<file path="src/rtl/gamma_sequencer.sv">
// Gamma-cycle sequencer for one race-logic operator: latches a request of spike
// times, plays them as width-P pulses for one gamma cycle, and returns the first op_y time.
module gamma_sequencer #(
  parameter int N_IN              = 2,
  parameter int GAMMA_CYCLE_WIDTH = 16,
  parameter int PULSE_WIDTH       = 8,
  parameter int TW                = $clog2(GAMMA_CYCLE_WIDTH)
) (
  input  logic              aclk,
  input  logic              grst,
  input  logic              start_valid,
  output logic              start_ready,
  input  logic [N_IN*TW-1:0] start_times,
  input  logic [N_IN-1:0]   start_mask,
  input  logic              abort,
  output logic [N_IN-1:0]   spk_out,
  output logic              op_rst,
  input  logic              op_y,
  output logic              res_valid,
  input  logic              res_ready,
  output logic [TW-1:0]     res_time,
  output logic              res_spike,
  output logic              busy
);

  // Wide enough that time + P never overflows for any legal time.
  localparam int CW = TW + 2;
  localparam logic [CW-1:0] G_C    = CW'(GAMMA_CYCLE_WIDTH);
  localparam logic [CW-1:0] P_C    = CW'(PULSE_WIDTH);
  localparam logic [TW-1:0] LAST_T = TW'(GAMMA_CYCLE_WIDTH - 1);

  typedef enum logic [1:0] {IDLE, RUN, DONE} state_t;

  state_t              state, state_nxt;
  logic [TW-1:0]       t, t_next;
  logic [N_IN*TW-1:0]  times_q;
  logic [N_IN-1:0]     mask_q;
  logic [N_IN-1:0]     spk_calc;
  logic                cap;
  logic [TW-1:0]       cap_time;
  logic [TW-1:0]       tm_sel [N_IN];
  logic [N_IN-1:0]     en_sel;

  always_ff @(posedge aclk or posedge grst) begin
    if (grst) state <= IDLE;
    else      state <= state_nxt;
  end

  always_comb begin
    state_nxt   = state;
    start_ready = 1'b0;
    op_rst      = 1'b1;
    busy        = 1'b0;
    res_valid   = 1'b0;
    case (state)
      IDLE: begin
        start_ready = 1'b1;
        if (start_valid) state_nxt = RUN;
      end
      RUN: begin
        op_rst = 1'b0;
        busy   = 1'b1;
        if (abort)            state_nxt = IDLE;
        else if (t == LAST_T) state_nxt = DONE;
      end
      DONE: begin
        res_valid = 1'b1;
        if (res_ready) state_nxt = IDLE;
      end
      default: state_nxt = IDLE;
    endcase
  end

  // spk_out is registered, so its next value is evaluated for the cycle about to start.
  always_comb begin
    t_next = (state == IDLE) ? '0 : t + 1'b1;
    for (int i = 0; i < N_IN; i++) begin
      tm_sel[i] = (state == IDLE) ? start_times[i*TW +: TW] : times_q[i*TW +: TW];
      en_sel[i] = (state == IDLE) ? (start_mask[i] && (CW'(tm_sel[i]) < G_C)) : mask_q[i];
      spk_calc[i] = en_sel[i] && (CW'(t_next) >= CW'(tm_sel[i]))
                    && (CW'(t_next) < CW'(tm_sel[i]) + P_C);
    end
  end

  // NOTE: all state below updates with non-blocking assignments so every flop
  // samples the pre-edge values of its neighbours, independent of statement order.
  always_ff @(posedge aclk or posedge grst) begin
    if (grst) begin
      t         <= '0;
      times_q   <= '0;
      mask_q    <= '0;
      spk_out   <= '0;
      cap       <= 1'b0;
      cap_time  <= '0;
      res_time  <= '0;
      res_spike <= 1'b0;
    end else begin
      spk_out <= (state_nxt == RUN) ? spk_calc : '0;
      case (state)
        IDLE: if (start_valid) begin
          t       <= '0;
          cap     <= 1'b0;
          times_q <= start_times;
          mask_q  <= en_sel;
        end
        RUN: begin
          t <= t + 1'b1;
          if (op_y && !cap) begin
            cap      <= 1'b1;
            cap_time <= t;
          end
          // Results are published only when a run completes, so an abort leaves them untouched.
          if (t == LAST_T && !abort) begin
            res_spike <= cap | op_y;
            res_time  <= cap ? cap_time : LAST_T;
          end
        end
        default: ;
      endcase
    end
  end

endmodule

</file>
<file path="config.mk">
export PLATFORM = sky130hd
export DESIGN_NAME = gamma_sequencer
export DESIGN_NICKNAME = d
export VERILOG_FILES = /design/src/rtl/gamma_sequencer.sv
export SDC_FILE = /design/constraint.sdc
export NUM_CORES = 1
export LEC_CHECK = 0
export BUFFER_PORTS_ARGS = -buffer_cell sky130_fd_sc_hd__buf_2
export CORE_MARGIN = 1.5
export CORE_UTILIZATION = 52
export CTS_BUF_LIST = sky130_fd_sc_hd__clkbuf_4
export DETAILED_ROUTE_END_ITERATION = 16
export PLACE_DENSITY = 0.77
export SLEW_MARGIN = 5
export SYNTH_ARGS = -nofsm -noshare
export SYNTH_HDL_FRONTEND = slang
export SYNTH_SLANG_ARGS = --single-unit
</file>
<file path="constraint.sdc">
create_clock -name aclk -period 2.1 [get_ports aclk]
set_input_delay 0.315 -clock aclk [delete_from_list [all_inputs] [get_ports aclk]]
set_output_delay 0.315 -clock aclk [all_outputs]
set_load 0.02 [all_outputs]
</file>
======== Word-level counts from Yosys, hierarchy flattened ========
Index checks and enable logic that the tools add are counted.
word-level totals
  flip-flop bits (word level) ............. 28
  latch bits .............................. 0
  RAM bits ................................ 0
  memory bits (read-only) ................. 0
  bits of input ports ..................... 16
  output and inout bits ................... 11
  word-level logic and storage cells ...... 59
  memories ................................ 0
operators by class
  add/subtract/negate cells ............... 3
  multipliers ............................. 0
  divide/modulo/power cells ............... 0
  order comparisons ....................... 4
  equality and inequality tests ........... 6
  shift operators ......................... 0
  mux-type cells .......................... 21
  bitwise gates (word level) .............. 1
  reduce and logical (&&, ||, !) cells .... 15
operator list
  kind                                            count
  2-to-1 mux 4 bit                                5
  adder 4 x 4 -> 5 bit (second input constant)    2
  < comparator 4 x 5 -> 1 bit                     2
  2-to-1 mux 2 bit                                5
  greater-or-equal comparator 4 bit               2
  2-to-1 mux 1 bit                                8
  case mux 4 bit (2 select lines)                 1
  AND reduction 2 bit                             4
  logical AND 1 bit                               6
  case mux 2 bit (3 select lines)                 1
  adder 4 x 1 -> 4 bit (second input constant)    1
  == test 2 x 1 -> 1 bit (second input constant)  2
  == test 4 bit (second input constant)           1
  != test 2 bit (second input constant)           2
  AND reduction 3 bit                             1
  == test 2 bit (second input constant)           1
  logical NOT 1 bit                               2
  logical NOT 2 bit                               1
  case mux 1 bit (2 select lines)                 1
  nonzero test 2 bit                              1
  bitwise OR 1 bit                                1

======== Logic depth before layout (Yosys ltp) ========
Gate-level depths: netlist of run 1.
  depth after elaboration ................. 6
  mapped depth ............................ 12
  mapped depth without buffers ............ 10

======== Least setup slack after synthesis of run 1 ========
No wires, ideal clock.
  path kind ............................... reg2reg
  start point ............................. register state[0]
  end point ............................... register spk_out[1]
  setup time .............................. 0.101 ns
  arrival ................................. 2.129 ns
  required time ........................... 1.999 ns
  path slack .............................. -0.130 ns
  stages on the path, launching flop included .. 11
  buffers on the path ..................... 2
  clock period less this slack ............ 2.230 ns
  cells stage by stage .................... dfrtp_1 -> or2_1 -> buf_6 -> inv_8 -> buf_2 -> mux2i_1 -> ha_1 -> a21oi_1 -> o311a_1 -> a21oi_1 -> nor4_1
on the way
  word-level cells in the longest chain between the ends .. 6
  elaborated cells between the ends (all ways) .. 18
  those cells by class .................... add/sub (1); order compare (2); eq/ne (3); mux (9); reduce/logical (3)
RTL lines
  element                                                                    RTL line  text
  from (decl)                                                                34        state_t state, state_nxt;
  from (signal assigned)                                                     46        else state <= state_nxt;
  logical NOT 2 bit                                                          n/a
  2-to-1 mux 4 bit (on tied branches)                                        78, 76
  adder 4 x 4 -> 5 bit or greater-or-equal comparator 4 bit (tied branches)  81, 80
  < comparator 4 x 5 -> 1 bit or logical AND 1 bit (tied branches)           81, 80
  logical AND 1 bit                                                          81        && (CW'(t_next) < CW'(tm_sel[i]) + P_C);
  2-to-1 mux 2 bit (*)                                                       98        spk_out <= (state_nxt == RUN) ? spk_calc : '0;
  to (signal assigned)                                                       98
  to (decl)                                                                  16        output logic [N_IN-1:0] spk_out,
Every way passes the cells marked *; elsewhere a longest branch is shown, timed or not.
A chain may end at the register's enable or synchronous reset.

======== Final worst setup path of run 1 ========
  start point ............................. register state[1]
  end point ............................... register spk_out[1]
The elaborated chain is that of the path after synthesis.

==> flow_metrics.tcl, run 1 <==
set metrics [dict create \
    die_x_um 58.1 \
    cts-htree-levels 1 \
    timing.slew.headroom 0.672 \
    die_y_um 58.1 \
    slew_viol_final 0 \
    wl_met3_um 98 \
    synth_nets 181 \
    path_clk_slew_ns 0.15 \
    first_iter_violations 45 \
    arrival_ns 2.27 \
    start_util 0.562 \
    worst-path-max-fanout 7 \
    vias 1234 \
    max_stage_delay_ns 0.41 \
    ys_warn_count 0 \
    setup_violations 0 \
    layout.cells.non_filler 223 \
    synthArstFlopShare 1.00 \
    antenna_found_initial 0 \
    grt_pass1_vias 1171 \
    finClkSkew_ns 0.00333 \
    finish.instance_area_um2 1900 \
    cp_slowest_cell "dfrtp_1" \
    end_kind "flop" \
    critPathRequiredTime_ns 2.34 \
    boundaryPins 27 \
    fp-row-count 19 \
    rsz0062_at_grt "yes" \
    tightestPinTransition_ns 0.489 \
    power.share.clock 0.202 \
    ant_nets 0 \
    gp_congestion 0.774 \
    placed_area_um2 1800 \
    grt_max_degree 29 \
    wl_met2_um 1480 \
    grt-ovfl-total 0 \
    via_per_inst 5.53 \
    synth.avg_cell_area_um2 10.2 \
    p_comb_frac 0.377 \
    fin_nets 220 \
    fin_crit_sh 0.968 \
    core_um2 2810 \
    clockRootBuffer "clkbuf_4" \
    fmax_mhz 492 \
    top_layer_used "met4" \
    dp_slack_ns 0.0119 \
    final_cell_mix "dfrtp_1 (28), buf_2 (26), buf_4 (15)" \
    antenna_cells 0 \
    drv_cap 0 \
    cts_tree "yes" \
    power_switching_uw 586 \
    synthDistinctLibCells 36 \
    switching_share 0.336 \
    dp_cells 215 \
    hp-class "input port to async pin" \
    synth_seq_area_share 0.444 \
    die_area_um2 3370 \
    wire_per_inst_um 13.9 \
    layout_commonest_cell "dfrtp_1" \
    fill_cells 214 \
    cp_cell_sequence "or2_4 -> clkinv_8 -> mux2i_1 -> ha_1 -> a21oi_2 -> maj3_2 -> nor3_1 -> nor4_1" \
    wl_um 3100 \
    reg2reg_from "state[1]$_DFF_PP0_" \
    leakagePower_nw 0.945 \
    cts.sinks 28 \
    wl_met1_um 1490 \
    start_kind "flop" \
    outcome "complete, no violations" \
    crit_path_start "state[1]$_DFF_PP0_" \
    setup_ws_ns 0.0680 \
    grt_util_all_layers 0.199 \
    final_util 0.676 \
    peakVddDrop_uv 555 \
    drive_above_1_share 0.349 \
    cts_buffer_depth 2 \
    path_class "flop to flop" \
    intPower_mw 1.16 \
    hold_viol 0 \
    cts_buffers 3 \
    grt_first_pass_wirelength_um 5180 \
    post-route-drc-count 0 \
    p_per_area_nw_per_um2 922 \
    clock_latency_ns 0.33 \
    synthCells 154 \
    p_seq_frac 0.421 \
    portBuffers 26 \
    yosys_most_used_dff "dfrtp_1" \
    synth_edf_count 0 \
    areaGrowthSynthToFinish_pct 20.2 \
    dp_hpwl_um 2330 \
    ys_seq_elements 28 \
    first_pass_iters 6 \
    setup_tns_ns 0 \
    min_period_ns 2.03 \
    netlist_area_um2 1580 \
]
[cell families after synthesis]
| family | after synthesis | synth area share |
|---|---|---|
| and+or+nand+nor | 44 | 0.138 |
| muxes | 15 | 0.106 |
| DFF | 28 | 0.444 |
| adders and majority gates | 13 | 0.100 |
| buffers and inverters | 22 | 0.0651 |
| AOI/OAI and AO/OA | 30 | 0.135 |
| xor gates and xnor gates | 2 | 0.0111 |
[final timing paths]
check	to	slack, ns	cells after the start
setup / recovery	spk_out[1]$_DFF_PP0_	0.07	8
hold / removal	res_time[3]$_DFFE_PP0P_	0.02	3
setup reg to reg	spk_out[1]$_DFF_PP0_	0.07	8
hold reg to reg	times_q[1]$_DFFE_PP0P_	0.53	1
max in group asynchronous	t[2]$_DFFE_PP0P_	1.82	3
min in group aclk	mask_q[0]$_DFFE_PP0P_	0.23	2
[critical path, delay by kind of cell, from the launching register on]
kind / cells / cell delay [ns]
buf+inv: 1 / 0.07
fa+ha+maj: 2 / 0.48
compound gates: 1 / 0.18
mux: 1 / 0.20
flops: 1 / 0.41
simple gates: 3 / 0.61
[power by group through the flow]
stage / logic [mW] / registers, mW / clock network (mW)
after floorplan: 0.483 / 0.719 / 0
after global placement: 0.592 / 0.737 / 0
after detailed placement: 0.617 / 0.743 / 0
after CTS: 0.626 / 0.732 / 0.357
after global routing: 0.725 / 0.749 / 0.381
final: 0.659 / 0.735 / 0.353
[cell type report]
class                   instances  area (um^2)  share of cell area
repair buffers                 41          243               0.128
well taps                      31         38.8              0.0205
clock inverters                 1         30.0              0.0158
flip-flops and latches         28          701               0.370
multi-input cells             104          792               0.418
inverters                      15         68.8              0.0363
clock buffers                   3         22.5              0.0119
[per-layer routing]
layer | vias to the layer above | track usage
met5 | - | 0
li1 | 613 | -
met2 | 23 | 0.328
met4 | 0 | 0.0565
met3 | 4 | 0.0424
met1 | 594 | 0.265
[Yosys cell counts (2+ instances only)]
cell / instances / area (um^2)
ha_1: 11 / 138
a21o_1: 3 / 22.5
a21oi_1: 7 / 35.0
nand3_1: 2 / 10.0
nand2b_1: 4 / 25.0
inv_1: 14 / 52.6
nor4_1: 4 / 25.0
buf_2: 3 / 15.0
maj3_1: 2 / 20.0
a22o_1: 3 / 26.3
a31oi_1: 4 / 25.0
mux2i_1: 3 / 30.0
o21ai_0: 5 / 25.0
nor3_1: 8 / 40.0
o211ai_1: 2 / 15.0
o311a_1: 2 / 20.0
nor2_1: 8 / 30.0
a211oi_1: 2 / 15.0
nand2_1: 13 / 48.8
mux2_2: 11 / 124
dfrtp_1: 28 / 701
[through the flow]
step | hold slack [ns] | power [mW]
finish | 0.0200 | 1.75
global route | 0.0545 | 1.85
CTS | 0.0317 | 1.72
detailed placement | 0.404 | 1.36
global placement | 0.391 | 1.33
floorplan | 0.380 | 1.20
[state kept, by name (all words and copies together), names as in the netlist]
name / cells
t: 4
spk_out: 2
cap_time: 4
state: 2
res_time: 4
cap: 1
times_q: 8
res_spike: 1
mask_q: 2
[repair_timing]
action | in CTS | in global routing
buffers inserted | 0 | 4
cloned | 0 | 0
hold buffers | 0 | 0
pin swaps | 0 | 5
setup endpoints to repair | 2 | 2
gates resized for setup | 1 | 4
(Power assumes the default switching activity.)
==> run 2, diff against run 1 <==
--- a/config.mk
+++ b/config.mk
@@ -11,6 +11,7 @@
 export CTS_BUF_LIST = sky130_fd_sc_hd__clkbuf_4
 export DETAILED_ROUTE_END_ITERATION = 16
 export PLACE_DENSITY = 0.77
+export SETUP_SLACK_MARGIN = 0.4
 export SLEW_MARGIN = 5
 export SYNTH_ARGS = -nofsm -noshare
 export SYNTH_HDL_FRONTEND = slang
==> flow_metrics.tcl, run 2 (synthesis results as in run 1) <==
set metrics [dict create \
    grt_util_all_layers 0.227 \
    leakagePower_nw 0.966 \
    antenna_cells 0 \
    arrival_ns 2.28 \
    end_kind "flop" \
    cp_top_family "simple AND/OR/NAND/NOR gates" \
    setup_tns_ns 0 \
    setup_ws_ns 0.0518 \
    critPathRequiredTime_ns 2.34 \
    die_x_um 58.1 \
    start_kind "flop" \
    post-route-drc-count 0 \
    die_y_um 58.1 \
    via_per_inst 5.81 \
    finClkSkew_ns 0.00194 \
    fin_nets 224 \
    grt_pass1_vias 1320 \
    drive_above_1_share 0.378 \
    hold_viol 0 \
    reg2regPathDepth 8 \
    drv_cap 0 \
    wire_per_inst_um 15.4 \
    rsz0062_at_grt "yes" \
    dp_hpwl_um 2580 \
    worst-path-max-fanout 8 \
    peakVddDrop_uv 588 \
    final_cell_mix "dfrtp_1 (28), buf_2 (23), buf_4 (15)" \
    cts_buffer_depth 2 \
    gp_congestion 0.810 \
    layout.cells.non_filler 227 \
    dp_cells 214 \
    reg2reg_from "state[1]$_DFF_PP0_" \
    crit_top_cell "a21oi_2" \
    cts-htree-levels 1 \
    critPathBufInv 1 \
    fp-row-count 19 \
    max_stage_delay_ns 0.40 \
    cts.sinks 28 \
    finish.instance_area_um2 1950 \
    timing.slew.headroom 0.618 \
    final_util 0.694 \
    dp_slack_ns -0.0319 \
    placed_area_um2 1790 \
    crit_path_start "state[1]$_DFF_PP0_" \
    clockRootBuffer "clkbuf_4" \
    die_area_um2 3370 \
    grt_first_pass_wirelength_um 5790 \
    wl_met2_um 1890 \
    first_pass_iters 10 \
    core_um2 2810 \
    wl_met1_um 1400 \
    antenna_found_initial 0 \
    fill_cells 230 \
    wl_um 3490 \
    ant_nets 0 \
    cts_tree "yes" \
    setup_violations 0 \
    cts_buffers 3 \
    cp_cell_sequence "or2_4 -> inv_8 -> mux2i_2 -> ha_1 -> a21oi_2 -> o311a_1 -> a21oi_2 -> nor4_1" \
    layout_commonest_cell "dfrtp_1" \
    vias 1319 \
    fin_crit_sh 0.975 \
    fmax_mhz 488 \
    path_class "flop to flop" \
    grt_max_degree 29 \
    p_per_area_nw_per_um2 866 \
    cp_slowest_cell "dfrtp_1" \
    largest_reg_flops 8 \
    outcome "complete, no violations" \
    r2r_setup_slack_ns 0.05 \
    wl_met3_um 118 \
    areaGrowthSynthToFinish_pct 23.6 \
    top_register "times_q" \
    tightestPinTransition_ns 0.569 \
    boundaryPins 27 \
    r2r_end "spk_out[0]$_DFF_PP0_" \
    clock_latency_ns 0.32 \
    top_layer_used "met4" \
    first_iter_violations 34 \
    grt-ovfl-total 0 \
    slew_viol_final 0 \
    portBuffers 26 \
    path_clk_slew_ns 0.14 \
    hp-class "input port to async pin" \
    min_period_ns 2.05 \
    start_util 0.562 \
]
-- run 2: repair_timing --
action,CTS,global route
resized for setup,5,14
gates cloned,1,0
pin swaps,0,6
hold buffers,0,0
setup buffers,3,5
setup endpoints to repair,15,3
-- run 2: layout make-up --
cell class,instances,area (um^2),share of cell area
clock buffers,3,22.5,0.0116
repair inverters,1,6.26,0.00321
flip-flops and latches,28,701,0.360
well taps,31,38.8,0.0199
multi-input cells,104,813,0.417
clock inverters,1,3.75,0.00193
repair buffers,44,299,0.154
inverters,15,63.8,0.0328
-- run 2: worst max path at each step --
| stage | endpoint | cells after the start | slack (ns) |
|---|---|---|---|
| 2_1_floorplan | spk_out[0]$_DFF_PP0_ | 10 | 0.03 |
| 3_3_place_gp | spk_out[0]$_DFF_PP0_ | 8 | 0.06 |
| 3_5_place_dp | spk_out[0]$_DFF_PP0_ | 8 | -0.03 |
| 4_1_cts | spk_out[0]$_DFF_PP0_ | 8 | 0.09 |
| 5_1_grt | spk_out[1]$_DFF_PP0_ | 9 | -0.06 |
| 6_report | spk_out[0]$_DFF_PP0_ | 8 | 0.05 |
-- run 2: metal layers --
metal | global-route usage | vias up
met3 | 0.0223 | 12
li1 | - | 622
met4 | 0.106 | 0
met5 | 0 | -
met2 | 0.427 | 45
met1 | 0.255 | 640
-- run 2: where the power goes --
group	switching (mW)	internal (mW)
combinational	0.381	0.354
clock	0.149	0.0697
sequential	0.0837	0.649
total	0.614	1.07
-- run 2: metrics by stage --
step           hold slack [ns]  power, mW
6_report                0.0188       1.69
5_1_grt                 0.0320       1.81
4_1_cts                 0.0250       1.64
3_5_place_dp             0.395       1.38
3_3_place_gp             0.388       1.34
2_1_floorplan            0.380       1.21
-- run 2: tightest hold or removal path, cell delays in order --
cell and delay (ns):
buf_2 0.09, inv_1 0.04, buf_4 0.32
